<file path="src/rtl/cluster_rate_monitor.sv">
// Per-BX cluster-count monitor: flags over-threshold BXs and accumulates
// windowed sum / peak / overflow statistics into a valid/ready result slot.
module cluster_rate_monitor #(
    parameter int unsigned CNT_W = 11,
    parameter int unsigned WIN_W = 16,
    parameter int unsigned SUM_W = 27
) (
    input  logic             clock4x,
    input  logic             reset_n,
    input  logic             enable_i,
    input  logic [CNT_W-1:0] cnt_i,
    input  logic             cnt_valid_i,
    input  logic [CNT_W-1:0] threshold_i,
    input  logic [WIN_W-1:0] window_bx_i,
    output logic             ovf_o,
    output logic             result_valid_o,
    input  logic             result_ready_i,
    output logic [SUM_W-1:0] sum_o,
    output logic [CNT_W-1:0] peak_o,
    output logic [WIN_W-1:0] ovf_bx_o,
    output logic [WIN_W-1:0] nbx_o,
    output logic             lost_o
);

    localparam int unsigned BXE_W = WIN_W + 1;
    localparam int unsigned SXE_W = SUM_W + 1;

    typedef enum logic [1:0] {
        ST_IDLE  = 2'd0,
        ST_ARM   = 2'd1,
        ST_ACCUM = 2'd2
    } state_t;

    state_t state;
    state_t state_nxt;

    logic idle_c;
    logic arm_c;
    logic beat_c;

    logic [SUM_W-1:0] sum_acc;
    logic [CNT_W-1:0] peak_acc;
    logic [WIN_W-1:0] ovf_acc;
    logic [WIN_W-1:0] bx_cnt;
    logic [WIN_W-1:0] win_len;

    logic [WIN_W-1:0] win_eff_c;
    logic [SXE_W-1:0] sum_ext_c;
    logic [SUM_W-1:0] sum_nxt_c;
    logic [CNT_W-1:0] peak_nxt_c;
    logic [WIN_W-1:0] ovf_nxt_c;
    logic [BXE_W-1:0] bx_nxt_c;
    logic             hit_c;
    logic             last_c;
    logic             slot_free_c;

    // State register
    always_ff @(posedge clock4x or negedge reset_n) begin
        if (!reset_n) begin
            state <= ST_IDLE;
        end else begin
            state <= state_nxt;
        end
    end

    // Next-state logic; dropping enable aborts from any state
    always_comb begin
        state_nxt = state;
        case (state)
            ST_IDLE:  if (enable_i) state_nxt = ST_ARM;
            ST_ARM:   state_nxt = ST_ACCUM;
            ST_ACCUM: state_nxt = ST_ACCUM;
            default:  state_nxt = ST_IDLE;
        endcase
        if (!enable_i) begin
            state_nxt = ST_IDLE;
        end
    end

    // State decode into datapath controls
    always_comb begin
        idle_c = 1'b0;
        arm_c  = 1'b0;
        beat_c = 1'b0;
        case (state)
            ST_IDLE:  idle_c = 1'b1;
            ST_ARM:   arm_c  = 1'b1;
            ST_ACCUM: beat_c = enable_i & cnt_valid_i;
            default:  idle_c = 1'b1;
        endcase
    end

    // Per-beat accumulator update candidates, all saturating
    always_comb begin
        win_eff_c   = (window_bx_i == '0) ? WIN_W'(1) : window_bx_i;
        hit_c       = (cnt_i > threshold_i);
        sum_ext_c   = SXE_W'(sum_acc) + SXE_W'(cnt_i);
        sum_nxt_c   = sum_ext_c[SUM_W] ? '1 : sum_ext_c[SUM_W-1:0];
        peak_nxt_c  = (cnt_i > peak_acc) ? cnt_i : peak_acc;
        ovf_nxt_c   = (hit_c && (ovf_acc != '1)) ? ovf_acc + WIN_W'(1) : ovf_acc;
        bx_nxt_c    = BXE_W'(bx_cnt) + BXE_W'(1);
        last_c      = beat_c && (bx_nxt_c == BXE_W'(win_len));
        slot_free_c = !result_valid_o || result_ready_i;
    end

    // Window accumulators; a completing beat restarts the window with no gap
    always_ff @(posedge clock4x or negedge reset_n) begin
        if (!reset_n) begin
            sum_acc  <= '0;
            peak_acc <= '0;
            ovf_acc  <= '0;
            bx_cnt   <= '0;
            win_len  <= '0;
        end else if (idle_c) begin
            sum_acc  <= '0;
            peak_acc <= '0;
            ovf_acc  <= '0;
            bx_cnt   <= '0;
        end else if (arm_c || last_c) begin
            sum_acc  <= '0;
            peak_acc <= '0;
            ovf_acc  <= '0;
            bx_cnt   <= '0;
            win_len  <= win_eff_c;
        end else if (beat_c) begin
            sum_acc  <= sum_nxt_c;
            peak_acc <= peak_nxt_c;
            ovf_acc  <= ovf_nxt_c;
            bx_cnt   <= bx_nxt_c[WIN_W-1:0];
        end
    end

    // Output slot: load wins over accept; data held after accept
    always_ff @(posedge clock4x or negedge reset_n) begin
        if (!reset_n) begin
            result_valid_o <= 1'b0;
            sum_o          <= '0;
            peak_o         <= '0;
            ovf_bx_o       <= '0;
            nbx_o          <= '0;
        end else if (last_c && slot_free_c) begin
            result_valid_o <= 1'b1;
            sum_o          <= sum_nxt_c;
            peak_o         <= peak_nxt_c;
            ovf_bx_o       <= ovf_nxt_c;
            nbx_o          <= win_len;
        end else if (result_valid_o && result_ready_i) begin
            result_valid_o <= 1'b0;
        end
    end

    // Sticky drop flag, cleared when a fresh run arms
    always_ff @(posedge clock4x or negedge reset_n) begin
        if (!reset_n) begin
            lost_o <= 1'b0;
        end else if (arm_c) begin
            lost_o <= 1'b0;
        end else if (last_c && !slot_free_c) begin
            lost_o <= 1'b1;
        end
    end

    // Per-BX overflow flag, independent of the window FSM
    always_ff @(posedge clock4x or negedge reset_n) begin
        if (!reset_n) begin
            ovf_o <= 1'b0;
        end else begin
            ovf_o <= cnt_valid_i & hit_c;
        end
    end

endmodule

</file>
<file path="config.mk">
export PLATFORM = sky130hd
export DESIGN_NAME = cluster_rate_monitor
export DESIGN_NICKNAME = d
export VERILOG_FILES = /design/src/rtl/cluster_rate_monitor.sv
export SDC_FILE = /design/constraint.sdc
export NUM_CORES = 1
export LEC_CHECK = 0
export CORE_MARGIN = 2
export CORE_UTILIZATION = 55
export CTS_CLUSTER_SIZE = 30
export DETAILED_ROUTE_END_ITERATION = 8
export DONT_BUFFER_PORTS = 1
export HOLD_SLACK_MARGIN = 0.15
export PLACE_DENSITY = 0.77
export SKIP_CTS_REPAIR_TIMING = 1
export SLEW_MARGIN = 25
export SYNTH_ARGS = -nofsm -noshare
export SYNTH_HDL_FRONTEND = slang
export SYNTH_SLANG_ARGS = --single-unit
</file>
<file path="constraint.sdc">
create_clock -name clock4x -period 9 [get_ports clock4x]
set_input_delay 1.8 -clock clock4x [delete_from_list [all_inputs] [get_ports clock4x]]
set_output_delay 1.8 -clock clock4x [all_outputs]
set_load 0.01 [all_outputs]
</file>
### Word level (Yosys, flattened, before mapping)

Cells that the tools add are included.

| operators by class | value |
|---|---|
| add/subtract/negate cells | 3 |
| $lt $le $gt $ge | 2 |
| equal/unequal tests | 5 |
| muxes and demuxes | 24 |
| bitwise gates (word level) | 2 |
| reductions and logical operators | 15 |

Operators with widths:

| kind | count |
|---|---|
| $mux 16 | 8 |
| $mux 27 | 4 |
| $mux 11 | 4 |
| $add 27x11->28 | 1 |
| $gt 11x11->1 | 2 |
| $add 16x1->17 const B | 1 |
| $eq 17x16->1 | 1 |
| $add 16x1->16 const B | 1 |
| $logic_not 16->1 | 1 |
| $ne 16x16->1 const B | 1 |
| $mux 1 | 6 |
| $logic_and 1x1->1 | 5 |
| $pmux 2 s2 | 1 |
| $reduce_bool 2->1 | 2 |
| $ne 3x1->1 const B | 1 |
| $and 1x1->1 | 2 |
| $eq 2x1->1 const B | 1 |
| $eq 2x2->1 const B | 1 |
| $logic_not 1->1 | 2 |
| $logic_not 2->1 | 1 |
| $logic_or 1x1->1 | 2 |
| $mux 2 | 1 |
| $reduce_and 2->1 | 1 |
| $reduce_or 2->1 | 1 |

| word-level totals | value |
|---|---|
| bits in registers | 161 |
| bits of input ports | 43 |
| output and inout bits | 73 |
| word-level logic and storage cells | 64 |

### Depth between registers and ports, before layout

| logic depth | value |
|---|---|
| depth in word-level cells | 6 |
| gate-level depth with buffers | 11 |
| gate-level depth less buffers | 10 |

### Worst setup path after synthesis

No wires, ideal clock.

| timing | value |
|---|---|
| path kind | input -> register |
| start | input cnt_i[0] |
| end | register sum_o[26] |
| setup time | 0.125 ns |
| arrival time | 4.057 ns |
| required time | 8.875 ns |
| setup slack | 4.818 ns |
| stages | 11 |
| path buffers | 1 |
| cell sequence | ha_1 > inv_1 > fa_1 > nor2b_1 > o2111ai_1 > a31oi_1 > a221o_1 > clkbuf_1 > nand2_1 > mux2_2 > mux2_2 |

| between the ends | value |
|---|---|
| cells in the longest elaborated chain, start to end | 2 |

RTL lines:

| element | RTL line | text |
|---|---|---|
| start: declaration | 11 | `input logic [CNT_W-1:0] cnt_i,` |
| $add 27x11->28 | 97 | `sum_ext_c = SXE_W'(sum_acc) + SXE_W'(cnt_i);` |
| $mux 27 | 98 | `sum_nxt_c = sum_ext_c[SUM_W] ? '1 : sum_ext_c[SUM_W-1:0];` |
| end signal: assignment | 143 | `sum_o <= sum_nxt_c;` |
| end: declaration | 18 | `output logic [SUM_W-1:0] sum_o,` |

No other way between the ends.
A chain may end at the register's enable or synchronous reset.

### Final worst setup path

| timing | value |
|---|---|
| start | input cnt_i[6] |
| end | register sum_acc[21] |

| between the ends | value |
|---|---|
| cells in the longest elaborated chain, start to end | 5 |

RTL lines:

| element | RTL line | text |
|---|---|---|
| $add 27x11->28 | 97 |  |
| $mux 27 | 98 |  |
| $mux 27 | 125 | `end else if (beat_c) begin` |
| $mux 27 | 119 | `end else if (arm_c \|\| last_c) begin` |
| $mux 27 | 114 | `end else if (idle_c) begin` |
| end signal: assignment | 126 | `sum_acc <= sum_nxt_c;` |
| end: declaration | 41 | `logic [SUM_W-1:0] sum_acc;` |

No other way between the ends. The select of a mux whose other input is x is not followed.

==> qor.yml <==
initial_core_util_pct: 55.69
worstSetupPathType: "in2reg"
arrival_ns: 4.43
syn-cell-area_um2: 9565
antennaDiodeCount: 0
crit_required_ns: 9.27
die_x_um: 135.9
fin_worst_skew_ns: 0.008320
dp_hpwl_mm: 14.28
place_ws_ns: 4.417
ys.flop_type: "dfrtp_1"
utilization_pct: 59.75
synth_xor_area_share_pct: 6.318
status: "finished, final reports clean"
io_buffer_count: 0
power_density_nw_per_um2: 183.5
core_region_area_um2: 17180
cts_made_buffers: 17
netlist.area_leader.share_pct: 42.12
clockBufferDepth: 2
syn2layout_area_growth_pct: 7.285
p_leak_nw: 4.419
tightest_slew_ns: 0.9210
antenna_found_initial: 0
fmax_mhz: 240.3
final.setup.tns_ns: 0
ant_nets: 0
path_clk_slew_ns: 0.07
synth-compound-area-share_pct: 13.38
final_cell_mix: "dfrtp_1 (161), nor2_1 (82), mux2_2 (69), nand2_1 (45), a21oi_1 (42)"
hold_ws_ns: 0.5361
insertion_delay_ns: 0.43
worst_slack_ns: 4.838
synthMuxAreaShare_pct: 11.92
drc: 0
slowest_stage: "nor3_1"
synthesis.nets: 1045
ys_seq_elements: 161
maxCapViolations: 0
synthDistinctLibCells: 62
cpPeakStageDelay_ns: 0.81
crit_chain: "ha_1, or2_2, o311ai_0, a21oi_1, a31oi_1, nor3_1, and2_1, a311oi_1"
routabilityCongestion: 0.8458
yosysSeqAreaShare_pct: 42.12
synthSimpleGateAreaFrac_pct: 16.73
grt_usage_pct: 24.49
rsz0062_at_grt: "no"
cts_root_buf: "clkbuf_16"
hold_viol: 0
setup_violations: 0
drt_iter0_markers: 653
grt_pass1_wl_mm: 36.00
pin_count: 116
num_vias: 7373
synth_area_per_cell_um2: 9.933
yosysTopAreaCell: "dfrtp_1"
rows: 48
cp-end-kind: "flip-flop"
dieArea_um2: 18460
startpoint_type: "input pin"
wirelength_mm: 21.91
design_area_um2: 10260
drt-pass1-iter-count: 5
layout-drive-gt1-share_pct: 13.03
synthAdderAreaFrac_pct: 5.180
relSlewSlack_pct: 38.13
fin_crit_ns: 4.162
post_drt_wl_per_cell_um: 18.74
grt_overflow: 0
synthTopCellsByArea: "dfrtp_1 (42%), mux2_2 (8.1%), ha_1 (5.0%), xnor2_1 (3.4%), nor2_1 (3.3%)"
yosysWarnings: 0
netlist_instances: 963
path_max_fanout: 9
hold_path_class: "reg2reg"
first_global_vias: 7207
place_area_um2: 9649
cts_tree: "done"
period_share_pct: 46.24
ys_async_sr_fraction_pct: 100.0
clock-sinks: 161
synth_top_family_by_area: "simple AND/OR/NAND/NOR gates"
grt_max_degree: 162
routed_via_density: 6.307
final_common_cell: "dfrtp_1"
cts_max_level: 4
max-vdd-ir-drop_uv: 137.6
nets: 1013
drv_slew: 0
die_y_um: 135.9
synth_edf_count: 0
## layer usage
metal	track usage (%)	share of wire, %	wire length, µm	vias up
met2	38.02	46	10060	276
li1	-	-	-	3436
met4	7.813	1.5	325	0
met1	34.14	46	10160	3637
met3	5.705	6.2	1362	24
met5	0	0	0	-
## sequential cells by signal, summed over array words and instances, names as in the netlist
register and flops:
nbx_o 16, ovf_acc 16, ovf_o 1, bx_cnt 16, sum_o 27, ovf_bx_o 16, state 2, win_len 16
lost_o 1, result_valid_o 1, peak_acc 11, sum_acc 27, peak_o 11
## stage by stage
stage | cells | power (W)
floorplan | 963 | 0.001088
global placement | 1137 | 0.001150
detailed placement | 1137 | 0.001157
CTS | 1169 | 0.001887
global route | 1169 | 0.001968
finish | 1169 | 0.001883
## cells in the mapped netlist (25+ instances only)
master    instances
mux2_2           69
clkbuf_1         35
nand3_1          38
nand2_1          45
nor3_1           28
ha_1             38
xor2_1           32
dfrtp_1         161
nor2_1           83
xnor2_1          37
a21oi_1          43
inv_1            41
mux2i_1          25
## power breakdown
part	total [W]	internal, W	leakage [nW]	switching [W]
sequential	0.000819	0.000760	2.15	0.0000592
clock	0.000730	0.000423	0.289	0.000307
combinational	0.000334	0.000150	1.98	0.000184
## critical path: cells and delay by family
| family | cells | cell delay [ns] |
|---|---|---|
| AND/OR/NAND/NOR | 3 | 1.26 |
| adder cells (fa/ha/maj) | 1 | 0.34 |
| AO/OA/AOI/OAI | 4 | 1.03 |
## area by class of cell
| cell class | count | area, µm² |
|---|---|---|
| clock buffers | 19 | 452.9 |
| multi-input cells | 702 | 5154 |
| repair buffers | 7 | 52.55 |
| inverters | 42 | 157.7 |
| fillers | 1463 | 6914 |
| flip-flops and latches | 161 | 4029 |
| well taps | 225 | 281.5 |
| clock inverters | 13 | 135.1 |
## path summary, 6_finish.rpt
kind / startpoint / slack (ns) / depth (start not counted) / endpoint
worst max-delay path: cnt_i[6] / 4.84 / 8 / sum_acc[21]$_DFFE_PN0P_
worst min-delay path: peak_acc[1]$_DFFE_PN0P_ / 0.54 / 2 / peak_acc[1]$_DFFE_PN0P_
worst max register to register: bx_cnt[2]$_DFFE_PN0P_ / 5.27 / 8 / ovf_acc[4]$_DFFE_PN0P_
worst min register to register: peak_acc[1]$_DFFE_PN0P_ / 0.54 / 2 / peak_acc[1]$_DFFE_PN0P_
max in group asynchronous: reset_n / 7.64 / 0 / bx_cnt[2]$_DFFE_PN0P_
min in group asynchronous: reset_n / 1.06 / 0 / peak_o[6]$_DFFE_PN0P_
## kinds of logic (layout without fill, tap and decap cells)
group           count (synthesis)  count (layout)
flops                         161             161
compound gates                180             180
mux                           104             104
xor+xnor                       69              69
fa+ha+maj                      39              39
simple gates                  310             310
buf+inv                       100              81
No activity file was read; power rests on OpenSTA's default activity.
